[config.mk]
export PLATFORM = sky130hd
export DESIGN_NAME = ibex_instr_bus_arb
export DESIGN_NICKNAME = d
export VERILOG_FILES = /design/src/rtl/ibex_instr_bus_arb.sv
export SDC_FILE = /design/constraint.sdc
export NUM_CORES = 1
export LEC_CHECK = 0
export CORE_ASPECT_RATIO = 1.75
export CORE_MARGIN = 2
export CORE_UTILIZATION = 23
export DETAILED_ROUTE_END_ITERATION = 7
export GPL_ROUTABILITY_DRIVEN = 0
export PLACE_DENSITY = 0.8
export SLEW_MARGIN = 25
export SYNTH_ARGS = -nofsm -noshare
export SYNTH_HDL_FRONTEND = slang
export SYNTH_SLANG_ARGS = --single-unit
export TNS_END_PERCENT = 50
[constraint.sdc]
create_clock -name clk_i -period 2.35 [get_ports clk_i]
set_input_delay 0.3525 -clock clk_i [delete_from_list [all_inputs] [get_ports clk_i]]
set_output_delay 0.3525 -clock clk_i [all_outputs]
set_load 0.01 [all_outputs]
[src/rtl/ibex_instr_bus_arb.sv]
// Two-port instruction bus arbiter with zero-latency request/response paths and an owner FIFO.
// Define IBEX_IBUS_ARB_RR_EN for round-robin tie-breaking; otherwise port 0 has fixed priority.
module ibex_instr_bus_arb #(
    parameter int MemDataWidth   = 32,
    parameter int MaxOutstanding = 2
) (
    input  logic                    clk_i,
    input  logic                    rst_ni,
    input  logic [1:0]              host_req_i,
    input  logic [1:0][31:0]        host_addr_i,
    output logic [1:0]              host_gnt_o,
    output logic [1:0]              host_rvalid_o,
    output logic [MemDataWidth-1:0] host_rdata_o,
    output logic                    host_err_o,
    output logic                    bus_req_o,
    output logic [31:0]             bus_addr_o,
    input  logic                    bus_gnt_i,
    input  logic                    bus_rvalid_i,
    input  logic [MemDataWidth-1:0] bus_rdata_i,
    input  logic                    bus_err_i,
    output logic [2:0]              outstanding_o,
    output logic                    unexp_rsp_o,
    output logic                    busy_o
);
    localparam int PtrW = (MaxOutstanding > 1) ? $clog2(MaxOutstanding) : 1;

    typedef enum logic {IDLE, LOCK} state_e;

    state_e                    state_q;
    logic                      lock_port_q;
    logic                      sel, tie_sel, cap_ok, push, pop, head;
    logic [MaxOutstanding-1:0] owner_q;
    logic [PtrW-1:0]           wr_ptr_q, rd_ptr_q;
    logic [2:0]                count_q;

    function automatic logic [PtrW-1:0] ptr_inc(input logic [PtrW-1:0] p);
        return (p == PtrW'(MaxOutstanding - 1)) ? '0 : p + PtrW'(1);
    endfunction

`ifdef IBEX_IBUS_ARB_RR_EN
    // Last granted port; reset to 1 so the first tie goes to port 0.
    logic last_q;
    assign tie_sel = ~last_q;

    always_ff @(posedge clk_i or negedge rst_ni) begin
        if (!rst_ni)   last_q <= 1'b1;
        else if (push) last_q <= sel;
    end
`else
    assign tie_sel = 1'b0;
`endif

    always_comb begin
        sel = 1'b0;
        if (state_q == LOCK)          sel = lock_port_q;
        else if (host_req_i == 2'b10) sel = 1'b1;
        else if (host_req_i == 2'b11) sel = tie_sel;
    end

    // Gate on the registered count: a same-cycle pop does not reopen it.
    assign cap_ok        = count_q < 3'(MaxOutstanding);
    assign bus_req_o     = host_req_i[sel] & cap_ok;
    assign bus_addr_o    = host_addr_i[sel];
    assign push          = bus_req_o & bus_gnt_i;
    assign host_gnt_o    = push ? (sel ? 2'b10 : 2'b01) : 2'b00;

    assign pop           = bus_rvalid_i & (count_q != 3'd0);
    assign head          = owner_q[rd_ptr_q];
    assign host_rvalid_o = pop ? (head ? 2'b10 : 2'b01) : 2'b00;
    assign host_rdata_o  = bus_rdata_i;
    assign host_err_o    = bus_err_i;
    assign unexp_rsp_o   = bus_rvalid_i & (count_q == 3'd0);
    assign outstanding_o = count_q;
    assign busy_o        = (|host_req_i) | (count_q != 3'd0);

    always_ff @(posedge clk_i or negedge rst_ni) begin
        if (!rst_ni) begin
            state_q     <= IDLE;
            lock_port_q <= 1'b0;
        end else begin
            case (state_q)
                IDLE: if (bus_req_o && !bus_gnt_i) begin
                    state_q     <= LOCK;
                    lock_port_q <= sel;
                end
                LOCK: if (bus_gnt_i || !host_req_i[lock_port_q]) state_q <= IDLE;
                default: state_q <= IDLE;
            endcase
        end
    end

    always_ff @(posedge clk_i or negedge rst_ni) begin
        if (!rst_ni) begin
            owner_q  <= '0;
            wr_ptr_q <= '0;
            rd_ptr_q <= '0;
            count_q  <= '0;
        end else begin
            if (push) begin
                owner_q[wr_ptr_q] <= sel;
                wr_ptr_q          <= ptr_inc(wr_ptr_q);
            end
            if (pop) rd_ptr_q <= ptr_inc(rd_ptr_q);
            count_q <= count_q + 3'(push) - 3'(pop);
        end
    end

endmodule
**Word level (Yosys, flattened, before mapping)**

Index checks and enable logic that the tools add are counted.
W data, S select, Z words.

- Logic and storage cells: 54
- Bits in registers: 9

- Eq/ne operators: 1
- Bitwise gates (word level): 6
- Order comparisons: 6
- Add/sub/neg operators: 4
- Reductions and logical operators: 9
- Muxes and demuxes: 22

Operators by type and width:

| operator | number |
|---|---|
| $mux W32 | 2 |
| $mux W1 | 13 |
| $lt A1 B2 Y1 const B | 4 |
| $mux W2 | 4 |
| $and A1 B1 Y1 | 4 |
| $add A3 B1 Y3 | 1 |
| $logic_not A3 Y1 | 1 |
| $lt A3 B2 Y1 const B | 1 |
| $reduce_bool A3 Y1 | 1 |
| $sub A3 B1 Y3 | 1 |
| $add A1 B1 Y1 const B | 2 |
| $bwmux W2 | 1 |
| $eq A2 B2 Y1 const B | 1 |
| $logic_and A1 B1 Y1 | 2 |
| $logic_not A1 Y1 | 2 |
| $pmux W1 S2 | 1 |
| $reduce_and A2 Y1 | 1 |
| $reduce_or A2 Y1 | 1 |
| $demux W1 S1 | 1 |
| $ge A1 B1 Y1 const B | 1 |
| $logic_or A1 B1 Y1 | 1 |
| $not A1 Y1 | 1 |
| $or A1 B1 Y1 | 1 |

**Longest topological paths before layout**

Gate-level depths: netlist of the first run.

- Depth after elaboration: 9
- Mapped depth: 9

**Worst setup path after synthesis of the first run**

OpenSTA, ideal clock, no wires.

- Path kind: reg-to-reg
- From: reg count_q[1], in the netlist outstanding_o[1]
- To: reg count_q[2], in the netlist outstanding_o[2]
- Data arrival time: 1977 ps
- Slack: 251 ps
- Stages on the path, launching flop included: 10
- Period minus slack after synthesis: 2099 ps
- Data required time: 2228 ps
- Path buffers: 0
- Cells stage by stage: dfrtp_1 inv_1 ha_1 o211ai_1 a21oi_1 xnor2_1 ha_1 inv_1 fa_1 xor2_1

- Longest elaborated chain between the ends: 5

RTL lines:

| item | line | RTL |
|---|---|---|
| start, declared | 34 | `logic [2:0] count_q;` |
| start signal, assigned | 104 | `count_q <= count_q + 3'(push) - 3'(pop);` |
| $lt A3 B2 Y1 | 61 | `assign cap_ok = count_q < 3'(MaxOutstanding);` |
| $and A1 B1 Y1 | 62 | `assign bus_req_o = host_req_i[sel] & cap_ok;` |
| $and A1 B1 Y1 | 64 | `assign push = bus_req_o & bus_gnt_i;` |
| $add A3 B1 Y3 | 104 |  |
| $sub A3 B1 Y3 (*) | 104 |  |

Mark *: on every way between the ends. The rest lies on a longest branch, timed or not.
A chain may end at the register's enable or synchronous reset.

**Worst setup path in the final report of the first run**

- From: reg state_q
- To: out bus_addr_o[5]

- Longest elaborated chain between the ends: 3

RTL lines:

| item | line | RTL |
|---|---|---|
| start, declared | 29 | `state_e state_q;` |
| start signal, assigned | 78 | `state_q <= IDLE;` |
| start signal, assigned | 83 | `state_q <= LOCK;` |
| start signal, assigned | 86 | `LOCK: if (bus_gnt_i \|\| !host_req_i[lock_port_q]) state_q <= IDLE;` |
| $mux W1 | 55 | `if (state_q == LOCK) sel = lock_port_q;` |
| $mux W32 (implied by the code) (2 in series) | 63 | `assign bus_addr_o = host_addr_i[sel];` |
| end, declared | 16 | `output logic [31:0] bus_addr_o,` |

Every way passes these cells. The select of a mux whose other input is x is not followed.

==> impl_metrics.env, run 1 <==
export IMPL_cts_sinks=9
export IMPL_die_x_um=58.20
export IMPL_synth_xor_area_share_pct=2.963
export IMPL_firstDrtPassIters=4
export IMPL_placedInstanceArea_um2=2137
export IMPL_tns_ps=0
export IMPL_relSlewSlack_pct=69.74
export IMPL_top_usage_layer="met2"
export IMPL_met3_usage_pct=8.793
export IMPL_yosysMostFrequentCell="buf_4"
export IMPL_nNetsFinal=318
export IMPL_synth_distinct_cells=24
export IMPL_status="completed"
export IMPL_synthesis_nets=225
export IMPL_rsz0062_at_grt="false"
export IMPL_timing_final_ws_setup_ps=157.7
export IMPL_synth_top_area_cell="mux2_2"
export IMPL_avgSynthCellArea_um2=9.936
export IMPL_synth_top_family_by_area="multiplexers"
export IMPL_final_max_slew_viol_count=0
export IMPL_use_met2_pct=24.91
export IMPL_grt_pass1_vias=1274
export IMPL_portBuffers=111
export IMPL_area_growth_pct=89.31
export IMPL_dp_cells=256
export IMPL_cpMaxStageDelayCell="dfrtp_2"
export IMPL_synth_main_ff_cell="dfrtp_1"
export IMPL_floorplan_core_area_um2=4977
export IMPL_p_leak_nw=0.9808
export IMPL_num_vias=1188
export IMPL_ant_nets=0
export IMPL_wl_per_cell_um=15.77
export IMPL_hold_viol=0
export IMPL_seq_power_share_pct=20.2
export IMPL_cpPeakStageDelay_ps=450
export IMPL_finalSetupViolCount=0
export IMPL_fin_area_um2=2238
export IMPL_cts_tree="yes"
export IMPL_finalClockSkew_ps=2.273
export IMPL_yosysTopAreaCellShare_pct=26.67
export IMPL_peakVddDrop_mv=0.6178
export IMPL_netlist_area_um2=1182
export IMPL_ioPinCount=178
export IMPL_die_h_um=98.85
export IMPL_fin_crit_sh_pct=93.29
export IMPL_initial_utilization_pct=23.76
export IMPL_combPwrFrac_pct=67.9
export IMPL_synth_common_cells="buf_4, mux2_2, dfrtp_1"
export IMPL_drt_iter0_markers=19
export IMPL_synthSimpleGateAreaFrac_pct=6.984
export IMPL_viasPerCell=4.483
export IMPL_instances_no_fill=265
export IMPL_hold_buffers=0
export IMPL_multiInputGateArea_um2=630.6
export IMPL_synthMuxAreaShare_pct=33.86
export IMPL_path_max_fanout=14
export IMPL_critPathRequiredTime_ps=2000
export IMPL_ys_seq_elements=9
export IMPL_p_int_mw=0.9914
export IMPL_grt_antenna_before_repair=0
export IMPL_syn_inst=119
export IMPL_synth_async_reset_ratio_pct=100.0
export IMPL_switching_share_pct=34.77
export IMPL_yosysWarnings=0
export IMPL_drc=0
export IMPL_power_per_cell_area_nw_per_um2=679.0
export IMPL_period_needed_ps=2192
export IMPL_grt_pass1_wl_mm=6.134
export IMPL_worst_pin_slew_ps=452.5
export IMPL_path_class="reg -> out"
export IMPL_dp_slack_ps=-196.7
export IMPL_start_kind="flop"
export IMPL_cap_viol_max_count=0
export IMPL_yosys_area_share_adder_pct=3.810
export IMPL_drive_gt1_share_pct=23.22
export IMPL_cts_buffer_depth=2
export IMPL_worst_ep_arrival_time_ps=1840
export IMPL_crit_chain="a22oi_4 > buf_6 > buf_16 > mux2_2 > dlygate4sd2_1"
export IMPL_clk_latency_ps=230
export IMPL_yosysSeqAreaShare_pct=19.05
export IMPL_synth_edff_count=0
export IMPL_grt_start_max_net_pins=15
export IMPL_n_antenna_cell=0
export IMPL_max_freq_ghz=0.4561
export IMPL_fillers=480
export IMPL_track_usage_pct=14.02
export IMPL_worstSetupEndpointType="output pin"
export IMPL_h_tree_depth=1
export IMPL_rows=34
export IMPL_hp_class="in -> async"
export IMPL_netlist_top_cells_area="mux2_2, buf_4, dfrtp_1"
export IMPL_finalWirelength_mm=4.180
export IMPL_synth_compound_area_share_pct=5.397
export IMPL_use_met1_pct=11.00
export IMPL_seq_area_um2=226.5
export IMPL_p_sw_mw=0.5285
export IMPL_hpwl_mm=3.467
export IMPL_clk_pin_slew_ps=50
export IMPL_cts_buffers=3
export IMPL_p_clk_share_pct=11.9
export IMPL_overflow=0
export IMPL_root_buffer="clkbuf_8"
export IMPL_die_area_um2=5753
-- cells in the final DEF (no fill, tap or decap), types with 3 or more instances in the layout --
cell and count:
clkdlybuf4s50_1 75, dlygate4sd2_1 35, mux2_2 28, dfrtp_1 8
inv_1 7, buf_4 7, mux2_1 4, a21oi_1 4
nor2_1 4, buf_6 4, xnor2_1 3, mux2i_1 3
and2_1 3, clkbuf_8 3
-- state kept, by name, summed over array words and instances, names as in the netlist --
signal         count
wr_ptr_q           1
outstanding_o      3
lock_port_q        1
owner_q            2
rd_ptr_q           1
state_q            1
-- path summary, 6_finish.rpt --
kind                                    end  cells after the start              from  slack, ps
max                           bus_addr_o[5]                      5           state_q        160
min                              owner_q[0]                      1            rst_ni        440
max reg2reg                outstanding_o[2]                     10  outstanding_o[1]        210
min reg2reg                        rd_ptr_q                      1          rd_ptr_q        490
max in group asynchronous           state_q                      1            rst_ni       1580
min in group clk_i                 rd_ptr_q                      1          rd_ptr_q        490
-- layout make-up --
cell class / count / share of cell area, %
tap: 54 / 3.018
sequential: 9 / 10.12
multi-input combinational: 66 / 28.17
timing repair buffer: 125 / 55.51
inverter: 7 / 1.174
clock buffer: 4 / 2.012
-- per-stage QoR --
step	power, mW	util [%]	hold slack (ps)
after CTS	1.533	44.62	442.0
after global routing	1.640	44.97	466.7
after global placement	1.316	42.94	481.6
after detailed placement	1.328	42.94	488.8
final	1.520	44.97	439.1
after floorplan	0.8863	-	56.91
-- per-layer routing --
| metal | routed length [um] | up-vias |
|---|---|---|
| met1 | 1091 | 525 |
| met2 | 2064 | 87 |
| met5 | 0 | - |
| met4 | 214 | 0 |
| met3 | 808 | 26 |
| li1 | - | 550 |
-- critical path, delay by kind of cell, from the launching register on --
family                 cells  cell delay (ps)
flip-flops                 1              450
multiplexers               1              330
AO/OA/AOI/OAI              1              260
buffers and inverters      3              560
-- logic make-up (layout without fill, tap and decap cells) --
group	Yosys count	after routing
and+or+nand+nor	15	15
xor gates and xnor gates	4	4
muxes	36	36
adders and majority gates	3	3
buffers and inverters	44	136
DFF	9	9
AOI/OAI and AO/OA	8	8
-- power by group through the flow --
stage               clock network (mW)  registers, mW  logic, mW
CTS                              0.187          0.308       1.04
global placement                     0          0.305       1.01
finish                           0.181          0.307       1.03
detailed placement                   0          0.308       1.02
global route                     0.188          0.319       1.13
floorplan                            0          0.303      0.583
-- what timing repair did --
action                     in CTS  in global routing
setup endpoints to repair      34                 33
setup buffers                   2                  1
pin swaps                       1                  1
gates cloned                    2                  0
gates resized for setup        38                  6
No activity file was read; power rests on OpenSTA's default activity.
==> inputs of run 2 (changes only) <==
Settings changed: HOLD_SLACK_MARGIN set to 0.05.
==> results of run 2 <==
Final layout, timing and power as in run 1 (identical DEF).
==> inputs of run 3 (changes only) <==
Settings changed: CORE_AREA set to 2 2 69 71, CORE_ASPECT_RATIO 1.75 to unset, CORE_MARGIN 2 to unset, CORE_UTILIZATION 23 to unset, DIE_AREA set to 0 0 71 73, DONT_BUFFER_PORTS set to 1, PLACE_DENSITY 0.8 to 0.39.
==> run 3 against run 2 <==
Against the previous run: register-to-register slack gained 20 ps; die area shrank 9.9%; via count shrank 43%; largest power group unchanged.
==> impl_metrics.env, run 3 (same netlist as run 1, synthesis figures left out) <==
export IMPL_status="completed"
export IMPL_tns_ps=0
export IMPL_seq_power_share_pct=30.9
export IMPL_die_area_um2=5183
export IMPL_cts_buffers=3
export IMPL_cts_resized=0
export IMPL_hold_viol=0
export IMPL_largest_reg_flops=3
export IMPL_portBuffers=0
export IMPL_critPathRequiredTime_ps=2470
export IMPL_p_leak_nw=0.4143
export IMPL_fin_area_um2=1025
export IMPL_power_per_cell_area_nw_per_um2=1042
export IMPL_crit_start="outstanding_o[1]"
export IMPL_crit_chain="inv_1 > ha_1 > o211ai_1 > a21oi_1 > xnor2_1 > ha_1 > inv_1 > fa_1 > xor2_1"
export IMPL_relSlewSlack_pct=69.95
export IMPL_holdWs_ps=183.5
export IMPL_switching_share_pct=42.59
export IMPL_wl_per_cell_um=20.43
export IMPL_cap_viol_max_count=0
export IMPL_final_max_slew_viol_count=0
export IMPL_p_clk_share_pct=16.9
export IMPL_floorplan_core_area_um2=4536
export IMPL_initial_utilization_pct=26.07
export IMPL_firstDrtPassIters=3
export IMPL_cpLargestDelayFamily="adder cells"
export IMPL_hpwl_mm=2.543
export IMPL_cts_tree="yes"
export IMPL_p_sw_mw=0.4546
export IMPL_hp_start="bus_gnt_i"
export IMPL_grt_antenna_before_repair=0
export IMPL_cts_sinks=9
export IMPL_finalWirelength_mm=2.942
export IMPL_wl_met2_mm=1.347
export IMPL_instances_no_fill=144
export IMPL_placedInstanceArea_um2=968.4
export IMPL_r2r_start="outstanding_o[1]"
export IMPL_rsz0062_at_grt="false"
export IMPL_dp_slack_ps=224.1
export IMPL_h_tree_depth=1
export IMPL_finalSetupViolCount=0
export IMPL_track_usage_pct=9.743
export IMPL_die_h_um=73
export IMPL_n_antenna_cell=0
export IMPL_drc=0
export IMPL_met3_length_um=413
export IMPL_layout_common_cells="mux2_2, dfrtp_1, inv_1"
export IMPL_rows=25
export IMPL_fillers=495
export IMPL_wl_met1_mm=1.047
export IMPL_max_freq_ghz=0.4725
export IMPL_clk_latency_ps=230
export IMPL_worst_pin_slew_ps=449.2
export IMPL_overflow=0
export IMPL_drt_iter0_markers=30
export IMPL_path_max_fanout=4
export IMPL_root_buffer="clkbuf_8"
export IMPL_nNetsFinal=197
export IMPL_ioPinCount=178
export IMPL_ant_nets=0
export IMPL_peakVddDrop_mv=0.2171
export IMPL_cpPeakStageDelay_ps=460
export IMPL_cpMaxStageDelayCell="dfrtp_1"
export IMPL_viasPerCell=4.722
export IMPL_grt_pass1_vias=692
export IMPL_critPathBufInv=2
export IMPL_area_growth_pct=-13.33
export IMPL_postCtsSetupRepairBufs=0
export IMPL_num_vias=680
export IMPL_die_x_um=71
export IMPL_period_needed_ps=2116
export IMPL_fin_crit_sh_pct=90.06
export IMPL_worst_ep_arrival_time_ps=2230
export IMPL_start_kind="flop"
export IMPL_hold_buffers=1
export IMPL_combPwrFrac_pct=52.2
export IMPL_finalClockSkew_ps=0.4431
export IMPL_cts_buffer_depth=2
export IMPL_worstSetupEndpointType="flop"
export IMPL_hp_class="in -> reg"
export IMPL_p_int_mw=0.6127
export IMPL_clk_pin_slew_ps=50
export IMPL_grt_pass1_wl_mm=3.808
export IMPL_final_common_cell="mux2_2"
export IMPL_dp_cells=139
export IMPL_timing_final_ws_setup_ps=233.6
export IMPL_grt_start_max_net_pins=21
export IMPL_drive_gt1_share_pct=41.11
export IMPL_highest_layer="met4"
export IMPL_path_class="reg -> reg"
==> run 3: cell count changes in the layout (fill, tap and decap cells not counted), moves of 2 or more <==
cell / delta
buf_16: -2
buf_4: -4
buf_6: -4
clkdlybuf4s50_1: -75
dlygate4sd2_1: -35
==> run 3: power groups by stage <==
stage,logic [mW],registers (mW),clock network [mW]
CTS,0.570,0.330,0.193
floorplan,0.583,0.303,0
global route,0.614,0.341,0.202
detailed placement,0.562,0.333,0
finish,0.557,0.330,0.181
global placement,0.553,0.329,0
==> run 3: metrics by stage <==
| stage | power (mW) | utilization, % |
|---|---|---|
| after global routing | 1.157 | 22.59 |
| after floorplan | 0.8863 | - |
| after global placement | 0.8824 | 21.35 |
| after CTS | 1.093 | 22.59 |
| final | 1.067 | 22.59 |
| after detailed placement | 0.8945 | 21.35 |
==> run 3: path summary, 6_finish.rpt <==
kind                               endpoint  slack, ps  cells after the start
max                        outstanding_o[2]        230                      9
min                                 state_q        180                      1
max reg2reg                outstanding_o[2]        230                      9
min reg2reg                        rd_ptr_q        500                      1
max in group asynchronous       lock_port_q       1540                      1
min in group asynchronous          rd_ptr_q        500                      1
==> run 3: cell type report <==
class / count / area (um2) / share of cell area (%)
Timing Repair Buffer: 4 / 32.53 / 3.175
Tap cell: 54 / 67.56 / 6.593
Clock inverter: 1 / 5.005 / 0.4884
Clock buffer: 3 / 41.29 / 4.029
Sequential cell: 9 / 225.2 / 21.98
Inverter: 7 / 26.28 / 2.564
Multi-Input combinational cell: 66 / 626.9 / 61.17
==> run 3: layer usage <==
layer	vias up	global-route usage [%]
li1	308	-
met1	293	11.37
met2	53	12.88
met3	26	5.801
met4	0	7.338
met5	-	0
